--- config.mk ---
export PLATFORM = sky130hd
export DESIGN_NAME = seq_gen_flat
export DESIGN_NICKNAME = d
export VERILOG_FILES = /design/src/rtl/seq_gen_if.sv /design/src/rtl/seq_gen.sv /design/src/flat_wrapper.sv
export SDC_FILE = /design/constraint.sdc
export NUM_CORES = 1
export LEC_CHECK = 0
export ABC_CLOCK_PERIOD_IN_PS = 2350
export CAP_MARGIN = 20
export CORE_ASPECT_RATIO = 2
export CORE_UTILIZATION = 45
export CTS_BUF_LIST = sky130_fd_sc_hd__clkbuf_8
export CTS_CLUSTER_DIAMETER = 60
export DETAILED_ROUTE_END_ITERATION = 10
export GPL_ROUTABILITY_DRIVEN = 0
export PLACE_DENSITY = 0.66
export SLEW_MARGIN = 30
export SYNTH_ARGS = -nofsm -noshare
export SYNTH_HDL_FRONTEND = slang
export SYNTH_SLANG_ARGS = --single-unit
--- constraint.sdc ---
create_clock -name clk -period 2.35 [get_ports clk]
set_input_delay 0.235 -clock clk [delete_from_list [all_inputs] [get_ports clk]]
set_output_delay 0.235 -clock clk [all_outputs]
set_load 0.1 [all_outputs]
--- src/rtl/seq_gen_if.sv ---
// Output stream of the sequence generator: valid/ready beats carrying one entry each.
interface seq_gen_if #(
    parameter int DATA_W = 4
);
    logic              out_valid;
    logic              out_ready;
    logic              out_last;
    logic [DATA_W-1:0] out_data;

    modport master (output out_valid, out_data, out_last, input out_ready);
    modport slave  (input out_valid, out_data, out_last, output out_ready);
endinterface

--- src/rtl/seq_gen.sv ---
// Programmable sequence generator: replays a writable entry table over a valid/ready
// stream, ascending or descending, in wrap or one-shot mode.
module seq_gen #(
    parameter int DATA_W = 4,
    parameter int DEPTH  = 8,
    parameter int AW     = $clog2(DEPTH),
    parameter int LW     = $clog2(DEPTH) + 1,
    parameter logic [DEPTH*DATA_W-1:0] INIT_SEQ = 32'h1030_7102
) (
    input  logic              clk,
    input  logic              n_rst,
    input  logic              start,
    input  logic              stop,
    input  logic              mode,
    input  logic              dir,
    input  logic [LW-1:0]     len,
    input  logic              wr_en,
    input  logic [AW-1:0]     wr_addr,
    input  logic [DATA_W-1:0] wr_data,
    seq_gen_if.master         os,
    output logic              busy,
    output logic              done,
    output logic              wr_err
);
    localparam logic [1:0] S_IDLE = 2'd0;
    localparam logic [1:0] S_RUN  = 2'd1;
    localparam logic [1:0] S_DONE = 2'd2;

    logic [1:0]                   state;
    logic [DEPTH-1:0][DATA_W-1:0] mem;
    logic [AW-1:0]                ptr;
    logic [LW-1:0]                len_q;
    logic [LW-1:0]                len_eff;
    logic                         mode_q;
    logic                         dir_q;
    logic                         run;
    logic                         hs;
    logic                         last;
    logic                         addr_oob;
    logic                         wr_bad;
    logic                         wr_ok;

    assign run          = (state == S_RUN);
    assign busy         = run;
    assign hs           = run & os.out_ready;
    assign last         = dir_q ? (ptr == '0) : (LW'(ptr) == len_q - LW'(1));
    assign os.out_valid = run;
    assign os.out_data  = mem[ptr];
    assign os.out_last  = run & last;

    // Zero or oversized lengths mean "whole table".
    assign len_eff = (len == '0 || len > LW'(DEPTH)) ? LW'(DEPTH) : len;

    // Only a non-power-of-two table can be addressed past its end.
    if ((1 << AW) == DEPTH) begin : g_p2
        assign addr_oob = 1'b0;
    end else begin : g_np2
        assign addr_oob = ({1'b0, wr_addr} >= LW'(DEPTH));
    end

    assign wr_bad = wr_en & (run | addr_oob);
    assign wr_ok  = wr_en & ~wr_bad;

    always_ff @(posedge clk or negedge n_rst) begin
        if (!n_rst) begin
            mem    <= INIT_SEQ;
            state  <= S_IDLE;
            ptr    <= '0;
            len_q  <= LW'(DEPTH);
            mode_q <= 1'b0;
            dir_q  <= 1'b0;
            done   <= 1'b0;
            wr_err <= 1'b0;
        end else begin
            done   <= 1'b0;
            wr_err <= wr_bad;
            if (wr_ok) mem[wr_addr] <= wr_data;

            if (stop) begin
                state <= S_IDLE;
                ptr   <= '0;
            end else if (start && !run) begin
                state  <= S_RUN;
                mode_q <= mode;
                dir_q  <= dir;
                len_q  <= len_eff;
                ptr    <= dir ? AW'(len_eff - LW'(1)) : '0;
            end else if (hs) begin
                if (last) begin
                    // Wrap restarts the pass with no bubble; one-shot parks in DONE.
                    if (mode_q) begin
                        state <= S_DONE;
                        done  <= 1'b1;
                    end else begin
                        ptr <= dir_q ? AW'(len_q - LW'(1)) : '0;
                    end
                end else begin
                    ptr <= dir_q ? ptr - AW'(1) : ptr + AW'(1);
                end
            end
        end
    end
endmodule

--- src/flat_wrapper.sv ---
// flat-port wrapper written by rule: the top's interface ports become plain ports
module seq_gen_flat 
#(
    parameter int DATA_W = 4,
    parameter int DEPTH  = 8,
    parameter int AW     = $clog2(DEPTH),
    parameter int LW     = $clog2(DEPTH) + 1,
    parameter logic [DEPTH*DATA_W-1:0] INIT_SEQ = 32'h1030_7102
)
  (clk, n_rst, start, stop, mode, dir, len, wr_en, wr_addr, wr_data, busy, done, wr_err, os_out_valid, os_out_data, os_out_last, os_out_ready);
  seq_gen_if #(.DATA_W(DATA_W)) os_i ();
  input  logic clk;
  input  logic n_rst;
  input  logic start;
  input  logic stop;
  input  logic mode;
  input  logic dir;
  input  logic [LW-1:0] len;
  input  logic wr_en;
  input  logic [AW-1:0] wr_addr;
  input  logic [DATA_W-1:0] wr_data;
  output logic busy;
  output logic done;
  output logic wr_err;
  output wire logic [$bits(os_i.out_valid)-1:0] os_out_valid;
  output wire logic [$bits(os_i.out_data)-1:0] os_out_data;
  output wire logic [$bits(os_i.out_last)-1:0] os_out_last;
  input wire logic [$bits(os_i.out_ready)-1:0] os_out_ready;
  assign os_out_valid = os_i.out_valid;
  assign os_out_data = os_i.out_data;
  assign os_out_last = os_i.out_last;
  assign os_i.out_ready = os_out_ready;
  seq_gen #(.DATA_W(DATA_W), .DEPTH(DEPTH), .AW(AW), .LW(LW), .INIT_SEQ(INIT_SEQ)) u_core (.clk(clk), .n_rst(n_rst), .start(start), .stop(stop), .mode(mode), .dir(dir), .len(len), .wr_en(wr_en), .wr_addr(wr_addr), .wr_data(wr_data), .os(os_i), .busy(busy), .done(done), .wr_err(wr_err));
endmodule
* Word-level counts from Yosys, hierarchy flattened *
Index checks and enable logic that the tools add are counted.

storage, ports and cells
  bits in registers = 45
  bits of input ports = 19
  output and inout bits = 9

operators by class
  add/sub/neg operators = 4
  $lt $le $gt $ge = 4
  equal/unequal tests = 3
  multiplexer cells = 25
  bitwise operators = 6
  reductions and logical operators = 12

operators by type and width
  kind                                                                                  count
  32-bit bitwise mux                                                                    1
  3-bit two-way mux                                                                     8
  4-bit binary-select mux with 3-bit select                                             1
  4-bit demux with 3-bit select                                                         1
  4-bit two-way mux                                                                     3
  2-bit two-way mux                                                                     5
  3-bit nonzero test                                                                    3
  3-bit by 4-bit less-than comparator with 1-bit output (second input constant)         2
  1-bit two-way mux                                                                     6
  3-bit by 1-bit subtractor with 3-bit output (second input constant)                   2
  1-bit AND                                                                             4
  3-bit by 4-bit == test with 1-bit output                                              1
  4-bit > comparator (second input constant)                                            1
  4-bit zero test                                                                       1
  4-bit != test (second input constant)                                                 1
  2-bit AND reduction                                                                   2
  4-bit by 1-bit subtractor with 4-bit output (second input constant)                   1
  3-bit by 1-bit adder with 3-bit output (second input constant)                        1
  3-bit by 1-bit greater-or-equal comparator with 1-bit output (second input constant)  1
  3-bit zero test                                                                       1
  3-bit AND reduction                                                                   1
  2-bit by 1-bit == test with 1-bit output (second input constant)                      1
  1-bit logical AND                                                                     2
  1-bit NOT                                                                             2
  2 further kinds                                                                       2

* Depth between registers and ports, before layout *
Gate-level depths: netlist of run 1.

  word-level depth = 7
  depth in mapped cells = 7
  mapped depth without buffers = 7

* Worst setup path after synthesis of run 1 *
No wires, ideal clock.

  path kind = reg2out
  start point = register u_core.len_q[0]
  end point = output os_out_last
  arrival time = 2.438 ns
  required time = 2.115 ns
  path slack = -0.323 ns
  stages on the path, launching flop included = 7
  path through = dfrtp_1 inv_1 ha_1 xnor2_1 nor2_1 a31oi_1 nor2_1

on the way
  longest elaborated chain between the ends = 4

RTL lines
  item                                         line                RTL
  from (decl)                                  seq_gen.sv:32       logic [LW-1:0] len_q;
  from (signal assigned)                       seq_gen.sv:69       len_q <= LW'(DEPTH);
  from (signal assigned)                       seq_gen.sv:86       len_q <= len_eff;
  4-bit by 1-bit subtractor with 4-bit output  seq_gen.sv:46       assign last = dir_q ? (ptr == '0) : (LW'(ptr) == len_q - LW'(1));
  3-bit by 4-bit == test with 1-bit output     seq_gen.sv:46
  1-bit two-way mux                            seq_gen.sv:46
  1-bit AND                                    seq_gen.sv:49       assign os.out_last = run & last;
  to (decl)                                    flat_wrapper.sv:27  output wire logic [$bits(os_i.out_last)-1:0] os_out_last;

No other way between the ends.

* Final worst setup path of run 1 *
Same ends and word-level chain as after synthesis.

==> qor.yml, run 1 <==
outcome:
  status: "finished, final reports clean"
pwr:
  p_leak_nw: 1.20
  irDropWorstVdd_mv: 0.787
  p_per_area_nw_per_um2: 945
worst_setup_path:
  slowest_delay_ns: 0.38
  slowest_stage: "dfrtp_1"
  cp_common_cell: "nor2_2"
  worstSetupPathType: "reg -> out"
  start_kind: "register"
  critPathRequiredTime_ns: 2.12
  critPathArrivalTime_ns: 2.01
  crit_path_end_kind: "output port"
  critical_path.cell_chain: "inv_1 -> ha_1 -> xnor2_2 -> nor2_2 -> a31oi_4 -> nor2_2 -> buf_12"
  crit_fanout: 6
synthesis:
  synth_cell_types: 46
  yosysWarnings: 0
  ys_seq_area_frac: 0.481
  ys.flop_type: "dfrtp_1"
  synth_edf_count: 0
  ys_ff_latch: 45
  syn-num-nets: 192
  synth.cell_area_um2: 2360
  synthCells: 170
  syn_area_per_cell_um2: 13.9
  ys_async_sr_fraction: 1.00
finish:
  drive_above_1_share: 0.433
  regArea_um2: 1140
  num-fill-cells: 428
  diodes: 0
  area_delta_synth_final_pct: 22.1
  utilization: 0.567
  post_layout_nonfiller_instances: 266
  layout.nets: 229
  multi_input_area_um2: 1200
clock_tree:
  post-cts-setup-buffers: 0
  clock_path_buffers: 2
  h-tree-depth: 2
  clock_sinks: 45
  clock_tree.root_cell: "clkbuf_8"
  clkLatencyLatePin_ns: 0.30
  cts_tree: "done"
  numCtsBuffers: 5
  clk_pin_slew_worst_paths_ns: 0.08
global_route:
  antenna_found_initial: 0
  grt_max_degree: 46
  grt_pass1_wl_um: 8670
  grt_use_total: 0.224
  overflow: 0
  grt_pass1_vias: 1702
floorplan:
  dieArea_um2: 5570
  die_h_um: 105
  core_um2: 5090
  rows: 37
  ios: 28
  start_util: 0.464
  dieWidth_um: 53.3
placement:
  dpl.hpwl_um: 4070
  portBuffers: 27
  dp_cells: 257
  pre_cts_ws_ns: 0.171
sta:
  setup_viol: 0
  period_minus_slack_ns: 2.24
  skew_ns: 0.00843
  final_hold_viol_count: 0
  fin_crit_sh: 0.954
  hold-worst-slack_ns: 0.463
  tns_ns: 0
  rsz0062_at_grt: "no"
  maxSlewHeadroom: 0.628
  fin_ws_ns: 0.108
  slew_viol_final: 0
  max_freq_ghz: 0.446
  tightest_slew_ns: 0.557
drt:
  first_pass_iters: 7
  wire_per_inst_um: 20.5
  ant_nets: 0
  drt_wl_total_um: 5440
  vias: 1570
  drtIter0Drc: 41
  viasPerCell: 5.90
  drc: 0
flow_run:
  maxCapViolations: 0
hold_path:
  hold_path.class: "in -> async"
==> kinds of logic (layout without fill, tap and decap cells) <==
kind of cell / count (synthesis) / count (layout) / share of synthesized area
buffers and inverters: 8 / 46 / 0.0238
XOR/XNOR: 6 / 6 / 0.0286
adder cells (fa/ha/maj): 3 / 3 / 0.0190
AND/OR/NAND/NOR: 42 / 42 / 0.116
flip-flops: 45 / 45 / 0.481
AO/OA/AOI/OAI: 17 / 17 / 0.0609
multiplexers: 49 / 49 / 0.270
==> stage by stage <==
stage,instance area [um^2],power [W]
floorplan,2370,0.00187
global placement,2770,0.00219
detailed placement,2770,0.00224
CTS,2860,0.00273
global route,2890,0.00286
finish,2890,0.00273
==> cell usage after synthesis, types with 3 or more instances <==
master | n | area, um^2
mux2_2 | 39 | 439
dfrtp_1 | 36 | 901
nor2_1 | 10 | 37.5
dfstp_2 | 9 | 236
mux4_2 | 8 | 180
a21oi_1 | 4 | 20.0
nand2_1 | 4 | 15.0
nand3_1 | 4 | 20.0
nand3b_1 | 4 | 30.0
inv_1 | 3 | 11.3
nand2b_1 | 3 | 18.8
nor3b_1 | 3 | 22.5
xor2_1 | 3 | 26.3
==> worst max-delay path, delay by kind of cell (launching register included) <==
kind | cells | cell delay [ns]
AOI/OAI and AO/OA | 1 | 0.27
xor gates and xnor gates | 1 | 0.26
adders and majority gates | 1 | 0.35
buffers and inverters | 2 | 0.26
DFF | 1 | 0.38
and+or+nand+nor | 2 | 0.18
==> timing repair <==
| action | CTS | global route |
|---|---|---|
| endpoints found under the hold margin | 0 | 36 |
| endpoints found under the setup margin | 1 | 1 |
| gates resized for setup | 2 | 2 |
| hold buffers | 0 | 1 |
==> placed cells by master, fill, tap and decap left out, types with 2 or more instances in the layout <==
| cell | count |
|---|---|
| o21ai_0 | 2 |
| nor2_2 | 2 |
| buf_4 | 11 |
| xor2_1 | 3 |
| buf_12 | 6 |
| nand3_1 | 4 |
| and3_1 | 2 |
| inv_1 | 5 |
| clkbuf_8 | 5 |
| nand2b_1 | 3 |
| mux2i_1 | 2 |
| nor3b_1 | 3 |
| nor2_1 | 8 |
| dfrtp_1 | 36 |
| nand3b_1 | 4 |
| nand2_1 | 4 |
| a21oi_1 | 4 |
| nor3_1 | 2 |
| mux2_2 | 39 |
| clkdlybuf4s50_1 | 17 |
| dfstp_2 | 9 |
| ha_1 | 2 |
| mux4_2 | 8 |
==> path summary, 6_finish.rpt <==
kind	startpoint	to	slack [ns]	depth (start not counted)
worst max-delay path	u_core.len_q[0]$_DFFE_PN0P_	os_out_last	0.11	7
worst min-delay path	n_rst	u_core.mem[5]$_DFFE_PN0P_	0.46	2
worst max register to register	u_core.len_q[0]$_DFFE_PN0P_	u_core.ptr[1]$_DFFE_PN0P_	0.16	7
worst min register to register	u_core.state[1]$_DFFE_PN0P_	u_core.state[1]$_DFFE_PN0P_	0.50	1
max in group asynchronous	n_rst	u_core.mem[8]$_DFFE_PN1P_	1.50	2
min in group clk	u_core.state[1]$_DFFE_PN0P_	u_core.state[1]$_DFFE_PN0P_	0.50	1
==> sequential cells by signal, summed over array words and instances (netlist names) <==
name / flops
u_core.len_q: 4
u_core.dir_q: 1
u_core.done: 1
u_core.wr_err: 1
u_core.ptr: 3
u_core.mem: 32
u_core.mode_q: 1
u_core.state: 2
==> power breakdown <==
part           switching [W]  internal, W  leakage, nW
sequential          0.000125     0.000972        0.541
combinational       0.000626     0.000544        0.613
clock               0.000258     0.000202       0.0467
==> layer usage <==
| metal | vias to the layer above | wire [um] | global-route usage |
|---|---|---|---|
| met4 | 0 | 81 | 0.0752 |
| met3 | 5 | 136 | 0.0409 |
| li1 | 708 | - | - |
| met2 | 26 | 3300 | 0.423 |
| met5 | - | 0 | 0 |
| met1 | 831 | 1930 | 0.225 |
==> final cells by class <==
| class | count | area share |
|---|---|---|
| multi-input combinational | 117 | 0.415 |
| sequential | 45 | 0.394 |
| clock inverter | 3 | 0.00520 |
| tap | 58 | 0.0251 |
| inverter | 3 | 0.00390 |
| clock buffer | 5 | 0.0238 |
| timing repair buffer | 35 | 0.133 |
Power figures use the tool's default switching activity.
==> inputs of run 2 (changes only) <==
CORE_UTILIZATION = 30   (was 45)
PLACE_DENSITY = unset   (was 0.66)
SETUP_SLACK_MARGIN = 0.1   (was unset)
==> qor.yml, run 2 (synthesized netlist as in run 1, its figures left out) <==
clock_tree:
  numCtsBuffers: 5  # unchanged
  clk_pin_slew_worst_paths_ns: 0.09  # was 0.08 ns
  clock_sinks: 45  # unchanged
  clock_path_buffers: 2  # unchanged
  clkLatencyLatePin_ns: 0.30  # about the same
  h-tree-depth: 2  # unchanged
  clock_tree.root_cell: "clkbuf_8"  # unchanged
  cts_tree: "done"  # unchanged
worst_setup_path:
  start_kind: "register"  # unchanged
  rr_endpoint: "u_core.ptr[1]$_DFFE_PN0P_"  # unchanged
  worstSetupPathType: "reg -> out"  # unchanged
  critPathArrivalTime_ns: 1.96  # was 2.01 ns
  critPathRequiredTime_ns: 2.12  # about the same
  rr_startpoint: "u_core.len_q[0]$_DFFE_PN0P_"  # unchanged
  reg2regPathDepth: 8  # was 7
  crit_path_end_kind: "output port"  # unchanged
  crit_fanout: 5  # was 6
  reg2reg_slack_ns: 0.16  # about the same
sta:
  rsz0062_at_grt: "no"  # unchanged
  slew_viol_final: 0  # unchanged
  setup_viol: 0  # unchanged
  max_freq_ghz: 0.456  # was 0.446 GHz
  fin_crit_sh: 0.934  # was 0.954
  final_hold_viol_count: 0  # unchanged
  tns_ns: 0  # unchanged
  hold-worst-slack_ns: 0.432  # was 0.463 ns
  period_minus_slack_ns: 2.19  # was 2.24 ns
  tightest_slew_ns: 0.506  # was 0.557 ns
  maxSlewHeadroom: 0.661  # was 0.628
  skew_ns: 0.00744  # was 0.00843 ns
  fin_ws_ns: 0.156  # was 0.108 ns
drt:
  drc: 0  # unchanged
  drt_wl_total_um: 5370  # was 5440 um
  vias: 1559  # was 1,570
  viasPerCell: 5.09  # was 5.90
  drtIter0Drc: 59  # was 41
  wire_per_inst_um: 17.6  # was 20.5 um
  ant_nets: 0  # unchanged
  first_pass_iters: 5  # was 7
finish:
  drive_above_1_share: 0.472  # was 0.433
  diodes: 0  # unchanged
  regArea_um2: 1140  # about the same
  num-fill-cells: 747  # was 428
  multi_input_area_um2: 1200  # about the same
  layout.nets: 233  # was 229
  final_common_cell: "mux2_2"  # unchanged
  area_delta_synth_final_pct: 27.5  # was 22.1%
  final_cell_mix: "mux2_2 (39), dfrtp_1 (34), clkdlybuf4s50_1 (17), buf_4 (13), dfstp_2 (9)"  # was mux2_2 (39), dfrtp_1 (36), clkdlybuf4s50_1 (17), buf_4 (11), dfstp_2 (9)
  post_layout_nonfiller_instances: 306  # was 266
  top_regs: "u_core.mem: 32 flops, u_core.len_q: 4 flops, u_core.ptr: 3 flops"  # unchanged
  utilization: 0.397  # was 0.567
  largest_reg_flops: 32  # unchanged
  largest-register: "u_core.mem"  # unchanged
floorplan:
  start_util: 0.311  # was 0.464
  dieWidth_um: 64.8  # was 53.3 um
  rows: 45  # was 37
  die_h_um: 128  # was 105 um
  ios: 28  # unchanged
  dieArea_um2: 8260  # was 5570 um^2
  core_um2: 7600  # was 5090 um^2
placement:
  dpl.hpwl_um: 3970  # was 4070 um
  dp_cells: 294  # was 257
  portBuffers: 27  # unchanged
  pre_cts_ws_ns: 0.153  # was 0.171 ns
pwr:
  p_per_area_nw_per_um2: 958  # was 945 nW/um^2
  p_leak_nw: 1.22  # was 1.20 nW
  irDropWorstVdd_mv: 0.596  # was 0.787 mV
global_route:
  grt_pass1_vias: 1654  # was 1,702
  antenna_found_initial: 0  # unchanged
  overflow: 0  # unchanged
  grt_max_degree: 46  # unchanged
  grt_use_total: 0.143  # was 0.224
  grt_pass1_wl_um: 8540  # was 8670 um
outcome:
  status: "finished, final reports clean"  # unchanged
flow_run:
  maxCapViolations: 0  # unchanged
hold_path:
  hold_path.class: "in -> async"  # unchanged
-- run 2: repair_timing --
| item | 4_1_cts | 5_1_grt |
|---|---|---|
| hold buffers | 1 | 0 |
| hold endpoints to repair | 36 | 0 |
| setup buffers | 0 | 3 |
| resized for setup | 3 | 5 |
| setup endpoints to repair | 4 | 1 |
| cloned | 0 | 0 |
| pin swaps | 0 | 4 |
-- run 2: per-stage QoR --
| stage | power (W) | instance area (um^2) |
|---|---|---|
| final | 0.00289 | 3020 |
| after global routing | 0.00304 | 3020 |
| after CTS | 0.00286 | 2980 |
| after detailed placement | 0.00224 | 2830 |
| after global placement | 0.00222 | 2830 |
| after floorplan | 0.00188 | 2370 |
-- run 2: worst max path at each step --
| stage | to | start | slack [ns] | cells past startpoint |
|---|---|---|---|---|
| after floorplan | os_out_last | u_core.len_q[0]$_DFFE_PN0P_ | 0.13 | 6 |
| after CTS | os_out_last | u_core.len_q[0]$_DFFE_PN0P_ | 0.05 | 7 |
| final | os_out_last | u_core.len_q[2]$_DFFE_PN0P_ | 0.16 | 5 |
| after global placement | os_out_last | u_core.len_q[0]$_DFFE_PN0P_ | 0.21 | 7 |
| after detailed placement | os_out_last | u_core.len_q[0]$_DFFE_PN0P_ | 0.15 | 7 |
| after global routing | os_out_last | u_core.len_q[0]$_DFFE_PN0P_ | 0.09 | 7 |
-- run 2: routing by layer --
metal / global-route usage / wire [um]
met2: 0.280 / 3280
met3: 0.0223 / 112
met5: 0 / 0
met1: 0.137 / 1850
met4: 0.0719 / 134
-- run 2: worst max-delay path, cell delays in order (launching register included) --
cell	delay, ns
dfrtp_2	0.45
or3_1	0.37
a41o_2	0.34
a31oi_4	0.27
nor2_4	0.06
buf_12	0.17
-- run 2: cell type report --
| class | count | share of cell area |
|---|---|---|
| Clock inverter | 3 | 0.0154 |
| Tap cell | 94 | 0.0390 |
| Multi-Input combinational cell | 117 | 0.400 |
| Inverter | 3 | 0.00498 |
| Sequential cell | 45 | 0.378 |
| Clock buffer | 5 | 0.0228 |
| Timing Repair Buffer | 39 | 0.140 |
-- run 2: power breakdown --
part	internal, W	switching, W	total [W]
Sequential	0.000972	0.000119	0.00109
Combinational	0.000573	0.000627	0.00120
Clock	0.000318	0.000278	0.000596
Total	0.00186	0.00102	0.00289
